File: src/rtl/twofish_mds_mul_if.sv
// Handshake bundle between the S-box stage, the MDS multiplier and the PHT.
// The producer/consumer side uses master. The multiplier uses slave.
interface twofish_mds_mul_if;
    logic [31:0] Y;
    logic        in_valid;
    logic        in_ready;
    logic [31:0] Z;
    logic        out_valid;
    logic        out_ready;

    modport master (
        output Y,
        output in_valid,
        output out_ready,
        input  in_ready,
        input  Z,
        input  out_valid
    );

    modport slave (
        input  Y,
        input  in_valid,
        input  out_ready,
        output in_ready,
        output Z,
        output out_valid
    );
endinterface

File: src/rtl/twofish_mds_mul.sv
// Multi-cycle Twofish MDS multiplier over GF(2^8).
// One matrix column is folded into the accumulator per clock:
// load edge, then four column edges, then the result is held in DONE.
module twofish_mds_mul #(
    parameter logic [8:0] POLY = 9'h169
) (
    input  logic clk,
    input  logic rst,
    twofish_mds_mul_if.slave bus
);

    typedef enum logic [1:0] {
        IDLE = 2'd0,
        BUSY = 2'd1,
        DONE = 2'd2
    } state_t;

    state_t      state_reg;
    state_t      state_next;

    logic [31:0] y_reg;
    logic [31:0] acc_reg;
    logic [31:0] z_reg;
    logic [1:0]  cnt_reg;

    logic        load;
    logic        step;
    logic        in_ready_c;
    logic        out_valid_c;
    logic [7:0]  y_sel;
    logic [31:0] prod;
    logic [31:0] acc_sum;

    // Carry-less shift-and-add multiply; the running multiplicand is reduced
    // after every shift so no 9-bit value ever reaches the accumulator.
    function automatic logic [7:0] gf_mul(input logic [7:0] a, input logic [7:0] b);
        logic [8:0] p;
        logic [7:0] r;
        p = {1'b0, a};
        r = 8'h00;
        for (int i = 0; i < 8; i++) begin
            if (b[i]) begin
                r = r ^ p[7:0];
            end
            p = p << 1;
            if (p[8]) begin
                p = p ^ POLY;
            end
        end
        return r;
    endfunction

    // MDS coefficient for output row `row` and input column `col`.
    function automatic logic [7:0] mds_coef(input logic [1:0] row, input logic [1:0] col);
        logic [7:0] c;
        case ({row, col})
            4'h0: c = 8'h01;  4'h1: c = 8'hEF;  4'h2: c = 8'h5B;  4'h3: c = 8'h5B;
            4'h4: c = 8'h5B;  4'h5: c = 8'hEF;  4'h6: c = 8'hEF;  4'h7: c = 8'h01;
            4'h8: c = 8'hEF;  4'h9: c = 8'h5B;  4'hA: c = 8'h01;  4'hB: c = 8'hEF;
            4'hC: c = 8'hEF;  4'hD: c = 8'h01;  4'hE: c = 8'hEF;  4'hF: c = 8'h5B;
            default: c = 8'h00;
        endcase
        return c;
    endfunction

    // State register; reset aborts any word in flight.
    always_ff @(posedge clk or posedge rst) begin
        if (rst) begin
            state_reg <= IDLE;
        end else begin
            state_reg <= state_next;
        end
    end

    // Next-state and handshake decode. DONE may hand off and accept on one edge.
    always_comb begin
        state_next  = state_reg;
        in_ready_c  = 1'b0;
        out_valid_c = 1'b0;
        load        = 1'b0;
        step        = 1'b0;
        case (state_reg)
            IDLE: begin
                in_ready_c = 1'b1;
                if (bus.in_valid) begin
                    load       = 1'b1;
                    state_next = BUSY;
                end
            end
            BUSY: begin
                step = 1'b1;
                if (cnt_reg == 2'd3) begin
                    state_next = DONE;
                end
            end
            DONE: begin
                out_valid_c = 1'b1;
                in_ready_c  = bus.out_ready;
                if (bus.out_ready) begin
                    if (bus.in_valid) begin
                        load       = 1'b1;
                        state_next = BUSY;
                    end else begin
                        state_next = IDLE;
                    end
                end
            end
            default: begin
                state_next = IDLE;
            end
        endcase
    end

    // Pick the operand byte for the column currently being folded in.
    always_comb begin
        y_sel = 8'h00;
        case (cnt_reg)
            2'd0: y_sel = y_reg[7:0];
            2'd1: y_sel = y_reg[15:8];
            2'd2: y_sel = y_reg[23:16];
            2'd3: y_sel = y_reg[31:24];
            default: y_sel = 8'h00;
        endcase
    end

    // One constant-coefficient multiplier per output row.
    generate
        for (genvar gi = 0; gi < 4; gi++) begin : g_row
            assign prod[gi*8 +: 8] = gf_mul(mds_coef(2'(gi), cnt_reg), y_sel);
        end
    endgenerate

    assign acc_sum = acc_reg ^ prod;

    // Operand latch, column accumulation and result capture on the last column.
    always_ff @(posedge clk or posedge rst) begin
        if (rst) begin
            y_reg   <= 32'h0;
            acc_reg <= 32'h0;
            cnt_reg <= 2'd0;
            z_reg   <= 32'h0;
        end else if (load) begin
            y_reg   <= bus.Y;
            acc_reg <= 32'h0;
            cnt_reg <= 2'd0;
        end else if (step) begin
            acc_reg <= acc_sum;
            cnt_reg <= cnt_reg + 2'd1;
            if (cnt_reg == 2'd3) begin
                z_reg <= acc_sum;
            end
        end
    end

    assign bus.in_ready  = in_ready_c;
    assign bus.out_valid = out_valid_c;
    assign bus.Z         = z_reg;

endmodule
File: src/flat_wrapper.sv
// flat-port wrapper written by rule: the top's interface ports become plain ports
module twofish_mds_mul_flat 
#(
    parameter logic [8:0] POLY = 9'h169
)
  (clk, rst, bus_Y, bus_in_valid, bus_out_ready, bus_in_ready, bus_Z, bus_out_valid);
  twofish_mds_mul_if bus_i ();
  input  logic clk;
  input  logic rst;
  input wire logic [$bits(bus_i.Y)-1:0] bus_Y;
  input wire logic [$bits(bus_i.in_valid)-1:0] bus_in_valid;
  input wire logic [$bits(bus_i.out_ready)-1:0] bus_out_ready;
  output wire logic [$bits(bus_i.in_ready)-1:0] bus_in_ready;
  output wire logic [$bits(bus_i.Z)-1:0] bus_Z;
  output wire logic [$bits(bus_i.out_valid)-1:0] bus_out_valid;
  assign bus_i.Y = bus_Y;
  assign bus_i.in_valid = bus_in_valid;
  assign bus_i.out_ready = bus_out_ready;
  assign bus_in_ready = bus_i.in_ready;
  assign bus_Z = bus_i.Z;
  assign bus_out_valid = bus_i.out_valid;
  twofish_mds_mul #(.POLY(POLY)) u_core (.clk(clk), .rst(rst), .bus(bus_i));
endmodule
File: config.mk
export PLATFORM = sky130hd
export DESIGN_NAME = twofish_mds_mul_flat
export DESIGN_NICKNAME = d
export VERILOG_FILES = /design/src/rtl/twofish_mds_mul_if.sv /design/src/rtl/twofish_mds_mul.sv /design/src/flat_wrapper.sv
export SDC_FILE = /design/constraint.sdc
export NUM_CORES = 1
export LEC_CHECK = 0
export ABC_AREA = 0
export CORE_ASPECT_RATIO = 1.4
export CORE_MARGIN = 5
export CORE_UTILIZATION = 40
export CTS_CLUSTER_SIZE = 14
export DETAILED_ROUTE_END_ITERATION = 12
export PLACE_DENSITY = 0.65
export SYNTH_ARGS = -nofsm -noshare
export SYNTH_HDL_FRONTEND = slang
export SYNTH_SLANG_ARGS = --single-unit
File: constraint.sdc
create_clock -name clk -period 5.55 [get_ports clk]
set_input_delay 1.11 -clock clk [delete_from_list [all_inputs] [get_ports clk]]
set_output_delay 1.11 -clock clk [all_outputs]
set_load 0.005 [all_outputs]
==> summary.md, run 1 <==
| Metric | Value |
|---|---|
| Worst-margin pin slew | 1.09 ns |
| Initial antenna violation count | 0 |
| Slowest cell delay on critical path | 0.86 ns |
| Synthesized netlist cell count | around 780 |
| Placer Congestion | 0.932 |
| Setup TNS | 0 ns |
| Syn-to-layout area delta | 17.0% |
| # setup viols final | 0 |
| Mapped Area | 6550 sq um |
| Vias in the first global route | 5294 |
| PortBufs | 69 |
| Worst Path Required | approximately 5.8 ns |
| Largest net degree at the start of global routing | 63 |
| Grt ovf | 0 |
| Yosys warnings | 0 |
| Critical Path, Cell by Cell | inv_1, ha_1, a222oi_1, nand2_1, o21ai_2, inv_2, ha_1, inv_1, mux2i_1, nand2_1, o21ai_0, ha_1, xor2_1, xnor2_1, xnor2_1, nor2_1, a32o_1 |
| Hold-fix buffer count after cts | 0 |
| Routed Antenna Nets | 0 |
| Synth Net Count | 839 |
| CP dominant cell by count | ha_1 |
| CTS buffer count | 9 |
| IO Pins | 70 |
| Starting DRT DRC Count | 389 |
| DIE WIDTH | 118 um |
| Synth cell count leaders | nand2_1, xnor2_1, dfrtp_1, nor2_1, o21ai_1 |
| Max Fclk | 0.230 GHz |
| Synthesized area per cell | between 8 and 9 sq um |
| CTS tree | built |
| Sequential area share after synthesis | 0.382 |
| Status | completed |
| Min Clock Period, post-route | ~4.4 ns |
| Final net count | 874 |
| Crit share post-route | 0.785 |
| Die area | 19100 sq um |
| Synth unique cells | 48 |
| Maxcap violations | 0 |
| # rows | 55 |
| Hold crit path type | flip-flop to flip-flop |
| Synth area leaders | dfrtp_1, xnor2_1, nand2_1, ha_1, nor2_1 |
| WL/cell | 16.6 um |
| Post-synth top flop | dfrtp_1 |
| Clk_skew | around 0.012 ns |
| Clock buffer depth | 2 |
| Residual DRC | 0 |
| Root Buffer | clkbuf_16 |
| Final Hold Fails | 0 |
| Max-slew headroom | 0.270 |
| Vias/cell | ~5.2 |
| Crit path max-delay cell type | a222oi_1 |
| # diodes | 0 |
| FFs w/ async S/R, synth | 1.00 |
| RSZ-0062 raised after global routing | no |
| CTS clk-pin slew, worst paths | 0.08 ns |
| Final wirelength | 16.8 mm |
| Crit end category | flip-flop |
| Flops & latches, synth | 100 |
| Vias after detailed routing | around 5300 |
| Post-synth EDFFs | 0 |
| Proportion of layout cells with a drive suffix above 1 | 0.0527 |
| Hold Slack | 0.480 ns |
| Resized Gates After CTS | 0 |
| Top cell type by total area after synthesis | dfrtp_1 |
| CTS sink cnt | 100 |
| Most common cell in the netlist | nand2_1 |
| Crit path DAT | 4.60 ns |
| Startpoint type of the worst setup path | flip-flop |
| Die Ht | around 160 um |
| Post-CTS Setup Bufs | 0 |
| CTS HTree Levels | 3 |
| Critical path class | flip-flop to flip-flop |
| Core area | 16100 sq um |
| Initial Util | 0.407 |
| DR pass1 iterations | 5 |
| Crit Path Max Fanout | 20 |
| Final slew viol count | 0 |
| HPWL Detailed | 11.9 mm |
| Overall Global Routing Usage | 0.177 |
| First-pass GRT wire length | 27.6 mm |
| Latest clock arrival within the worst-skew pair | 0.36 ns |
| Synth top area share | 0.382 |
cell type report:
cell class | count | area (sq um)
Clock buffer | 10 | 239
Clock inverter | 6 | 77.6
Fill cell | 1600 | 8440
Inverter | 20 | 77.6
Multi-Input combinational cell | 599 | 3740
Sequential cell | 100 | 2500
Tap cell | 199 | 249
Timing Repair Buffer | 81 | 781
kinds of logic (layout without fill, tap and decap cells):
| logic type | count (synthesis) | in the layout | synth area share |
|---|---|---|---|
| fa+ha+maj | 27 | 27 | 0.0516 |
| flops | 100 | 100 | 0.382 |
| xor+xnor | 138 | 138 | 0.187 |
| buf+inv | 77 | 117 | 0.0481 |
| simple gates | 279 | 279 | 0.176 |
| compound gates | 141 | 141 | 0.130 |
| mux | 14 | 14 | 0.0248 |
routing by layer:
| metal | vias up | share of wire | track usage |
|---|---|---|---|
| li1 | 2627 | - | - |
| met1 | 2490 | 0.42 | 0.221 |
| met2 | 184 | 0.50 | 0.310 |
| met3 | 27 | 0.053 | 0.0249 |
| met4 | 0 | 0.027 | 0.0631 |
| met5 | - | 0 | 0 |
worst max-delay path, delay by kind of cell, from the launching register on:
family | cells | cell delay [ns]
AO/OA/AOI/OAI | 4 | 1.44
XOR/XNOR | 3 | 0.49
adder cells (fa/ha/maj) | 3 | 1.10
buffers and inverters | 3 | 0.37
flip-flops | 1 | 0.48
multiplexers | 1 | 0.07
AND/OR/NAND/NOR | 3 | 0.30
per-stage QoR:
step,setup slack (ns),area (sq um),std cells,util
3_5_place_dp,1.34,7350,999,0.456
4_1_cts,1.29,7660,1015,0.476
2_1_floorplan,1.82,6550,776,-
3_3_place_gp,1.51,7350,999,0.456
6_report,1.19,7660,1015,0.476
5_1_grt,0.885,7660,1015,0.476
final timing paths:
path	cells past startpoint	to	start	slack (ns)
setup reg to reg	17	u_core.bus.Z[2]	u_core.cnt_reg[0]	1.19
min in group asynchronous	2	u_core.y_reg[17]	rst	1.24
setup / recovery	17	u_core.bus.Z[2]	u_core.cnt_reg[0]	1.19
hold reg to reg	2	u_core.y_reg[15]	u_core.y_reg[15]	0.48
max in group asynchronous	3	u_core.bus.Z[17]	rst	3.31
hold / removal	2	u_core.y_reg[15]	u_core.y_reg[15]	0.48
layout by cell type (no fill, tap or decap), types with 5 or more instances in the layout:
master and instances:
nor3_1 6, o21ai_1 44, xnor2_1 108, o211ai_1 6, buf_4 12, nand3_1 33
a21oi_1 16, a21o_1 5, mux2i_1 8, nand2_1 149, clkdlybuf4s50_1 69, o31ai_1 5
nor2_1 69, a222oi_1 8, clkbuf_16 9, inv_1 15, ha_1 27, dfrtp_1 100
nor2b_1 6, o21ai_0 34, xor2_1 29
Power of run 1 is left out: the tool's default activity adds up to more than one toggle a clock period on the data nets, which glitch-free logic cannot reach.
==> inputs of run 2 (changes only) <==
==> constraint.sdc (replaced) <==
create_clock -name clk -period 4.3 [get_ports clk]
set_input_delay 0.86 -clock clk [delete_from_list [all_inputs] [get_ports clk]]
set_output_delay 0.86 -clock clk [all_outputs]
set_load 0.005 [all_outputs]
==> run 2 against run 1 <==
Effect of this change:
- non-clock buffer count is 9 higher
- critical endpoint unchanged
- cell count up 0.89%
- sequential cell count unchanged
- first-iteration DRC count increased by 13%
- register-to-register slack got worse by 0.64 ns
- worst hold slack better by 0.00061 ns
- sequential share of layout area down 0.15 points
- critical path depth up 1
- fmax rose by 16%
- die area unchanged
==> summary.md, run 2 (synthesized netlist as in run 1, its figures left out) <==
| Metric | Value |
|---|---|
| Most frequent cells in the layout | nand2_1, xnor2_1, dfrtp_1, nor2_1, clkdlybuf4s50_1 (unchanged) |
| Startpoint type of the worst setup path | flip-flop (unchanged) |
| Vias after detailed routing | 5447 (was 5328) |
| Largest net degree at the start of global routing | 63 (unchanged) |
| Critical Path, Cell by Cell | inv_1, ha_1, a222oi_1, buf_4, nand2_1, o21ai_2, inv_2, ha_1, inv_1, mux2i_1, nand2_1, o21ai_0, ha_1, xor2_1, xnor2_1, xnor2_1, nor2_1, a32o_1 (was inv_1, ha_1, a222oi_1, nand2_1, o21ai_2, inv_2, ha_1, inv_1, mux2i_1, nand2_1, o21ai_0, ha_1, xor2_1, xnor2_1, xnor2_1, nor2_1, a32o_1) |
| Resized Gates After CTS | 0 (unchanged) |
| Initial antenna violation count | 0 (unchanged) |
| Crit Path Max Fanout | 13 (was 20) |
| Overall Global Routing Usage | 0.180 (was 0.177) |
| Die area | 19100 sq um (unchanged) |
| Vias/cell | 5.32 (was 5.25) |
| First-pass GRT wire length | 28.1 mm (was 27.6 mm) |
| Syn-to-layout area delta | 17.6% (was 17.0%) |
| CTS sink cnt | 100 (unchanged) |
| Residual DRC | 0 (unchanged) |
| Setup crit end | u_core.bus.Z[2] (unchanged) |
| Root Buffer | clkbuf_16 (unchanged) |
| Status | completed (unchanged) |
| Maxcap violations | 0 (unchanged) |
| HPWL Detailed | 12.4 mm (was 11.9 mm) |
| Clk_skew | 0.00817 ns (was 0.0117 ns) |
| Worst Setup SP | u_core.cnt_reg[1] (was u_core.cnt_reg[0]) |
| Crit end category | flip-flop (unchanged) |
| Hold-fix buffer count after cts | 0 (unchanged) |
| PortBufs | 69 (unchanged) |
| Pre-CTS setup slack | 0.606 ns (was 1.34 ns) |
| Routed Antenna Nets | 0 (unchanged) |
| Post-CTS Setup Bufs | 0 (unchanged) |
| Final Hold Fails | 0 (unchanged) |
| Setup TNS | 0 ns (unchanged) |
| Starting DRT DRC Count | 439 (was 389) |
| Worst-margin pin slew | 1.11 ns (was 1.09 ns) |
| Die Ht | 161 um (unchanged) |
| Placer Congestion | 0.956 (was 0.932) |
| Hold path start | u_core.bus.Z[25] (was u_core.y_reg[15]) |
| # setup viols final | 0 (unchanged) |
| CTS HTree Levels | 3 (unchanged) |
| Core Util, Final | 0.478 (was 0.476) |
| Crit Reg-Reg Startpoint | u_core.cnt_reg[1] (was u_core.cnt_reg[0]) |
| DIE WIDTH | 118 um (unchanged) |
| Crit path DAT | 3.99 ns (was 4.60 ns) |
| Vias in the first global route | 5399 (was 5294) |
| # rows | 55 (unchanged) |
| Most common cell after layout, fill and taps aside | nand2_1 (unchanged) |
| Min Clock Period, post-route | 3.75 ns (was 4.36 ns) |
| Final net count | 883 (was 874) |
| Worst Path Required | 4.54 ns (was 5.79 ns) |
| CTS tree | built (unchanged) |
| Crit share post-route | 0.872 (was 0.785) |
| Filler cells | 1586 (was 1600) |
| Core area | 16100 sq um (unchanged) |
| RSZ-0062 raised after global routing | no (unchanged) |
| Max Fclk | 0.267 GHz (was 0.230 GHz) |
| Max-slew headroom | 0.258 (was 0.270) |
| # diodes | 0 (unchanged) |
| Reg2Reg Depth | 18 (was 17) |
| Final slew viol count | 0 (unchanged) |
| Slowest cell delay on critical path | 0.42 ns (was 0.86 ns) |
| CTS buffer count | 9 (unchanged) |
| Clock buffer depth | 2 (unchanged) |
| Worst R2R End | u_core.bus.Z[2] (unchanged) |
| Crit path max-delay cell type | dfrtp_1 (was a222oi_1) |
| CTS clk-pin slew, worst paths | 0.08 ns (about the same) |
| Critical path class | flip-flop to flip-flop (unchanged) |
| WL/cell | 16.7 um (was 16.6 um) |
| Final wirelength | 17.1 mm (was 16.8 mm) |
| Hold crit path type | flip-flop to flip-flop (unchanged) |
| DR pass1 iterations | 6 (was 5) |
| FF-to-FF setup slack | 0.55 ns (was 1.19 ns) |
| Latest clock arrival within the worst-skew pair | 0.35 ns (was 0.36 ns) |
| IO Pins | 70 (unchanged) |
| Grt ovf | 0 (unchanged) |
| Initial Util | 0.407 (unchanged) |
| Setup ws final | 0.550 ns (was 1.19 ns) |
| CP dominant cell by count | ha_1 (unchanged) |
| Proportion of layout cells with a drive suffix above 1 | 0.0630 (was 0.0527) |
-- run 2: area by class of cell --
class,instances,area (sq um),share of cell area
tap,199,249,0.0323
clock inverter,7,58.8,0.00764
timing repair buffer,90,848,0.110
inverter,20,77.6,0.0101
multi-input combinational,599,3740,0.486
clock buffer,9,225,0.0292
sequential,100,2500,0.325
-- run 2: worst min-delay path by stage --
stage / endpoint / slack (ns) / depth (start not counted)
2_1_floorplan: u_core.y_reg[10] / 0.44 / 2
3_3_place_gp: u_core.y_reg[30] / 0.46 / 2
3_5_place_dp: u_core.y_reg[15] / 0.47 / 2
4_1_cts: u_core.y_reg[15] / 0.48 / 2
5_1_grt: u_core.y_reg[30] / 0.50 / 2
6_report: u_core.bus.Z[25] / 0.48 / 2
-- run 2: per-layer routing --
| layer | global-route usage | part of all wire |
|---|---|---|
| met4 | 0.0762 | 0.038 |
| met5 | 0 | 0 |
| met3 | 0.0294 | 0.053 |
| met2 | 0.306 | 0.49 |
| met1 | 0.226 | 0.42 |
-- run 2: worst max-delay path: cells and delay by family (launching register included) --
family / cells / cell delay [ns]
adder cells (fa/ha/maj): 3 / 0.94
AO/OA/AOI/OAI: 4 / 0.94
buffers and inverters: 4 / 0.56
XOR/XNOR: 3 / 0.48
flip-flops: 1 / 0.42
AND/OR/NAND/NOR: 3 / 0.22
multiplexers: 1 / 0.07
-- run 2: through the flow --
step	std cells	instance area, sq um	hold slack [ns]
floorplan	776	6550	0.445
global placement	1008	7420	0.462
detailed placement	1008	7420	0.466
CTS	1024	7700	0.485
global route	1024	7700	0.501
finish	1024	7700	0.480
Power of run 2 is left out for the same reason.
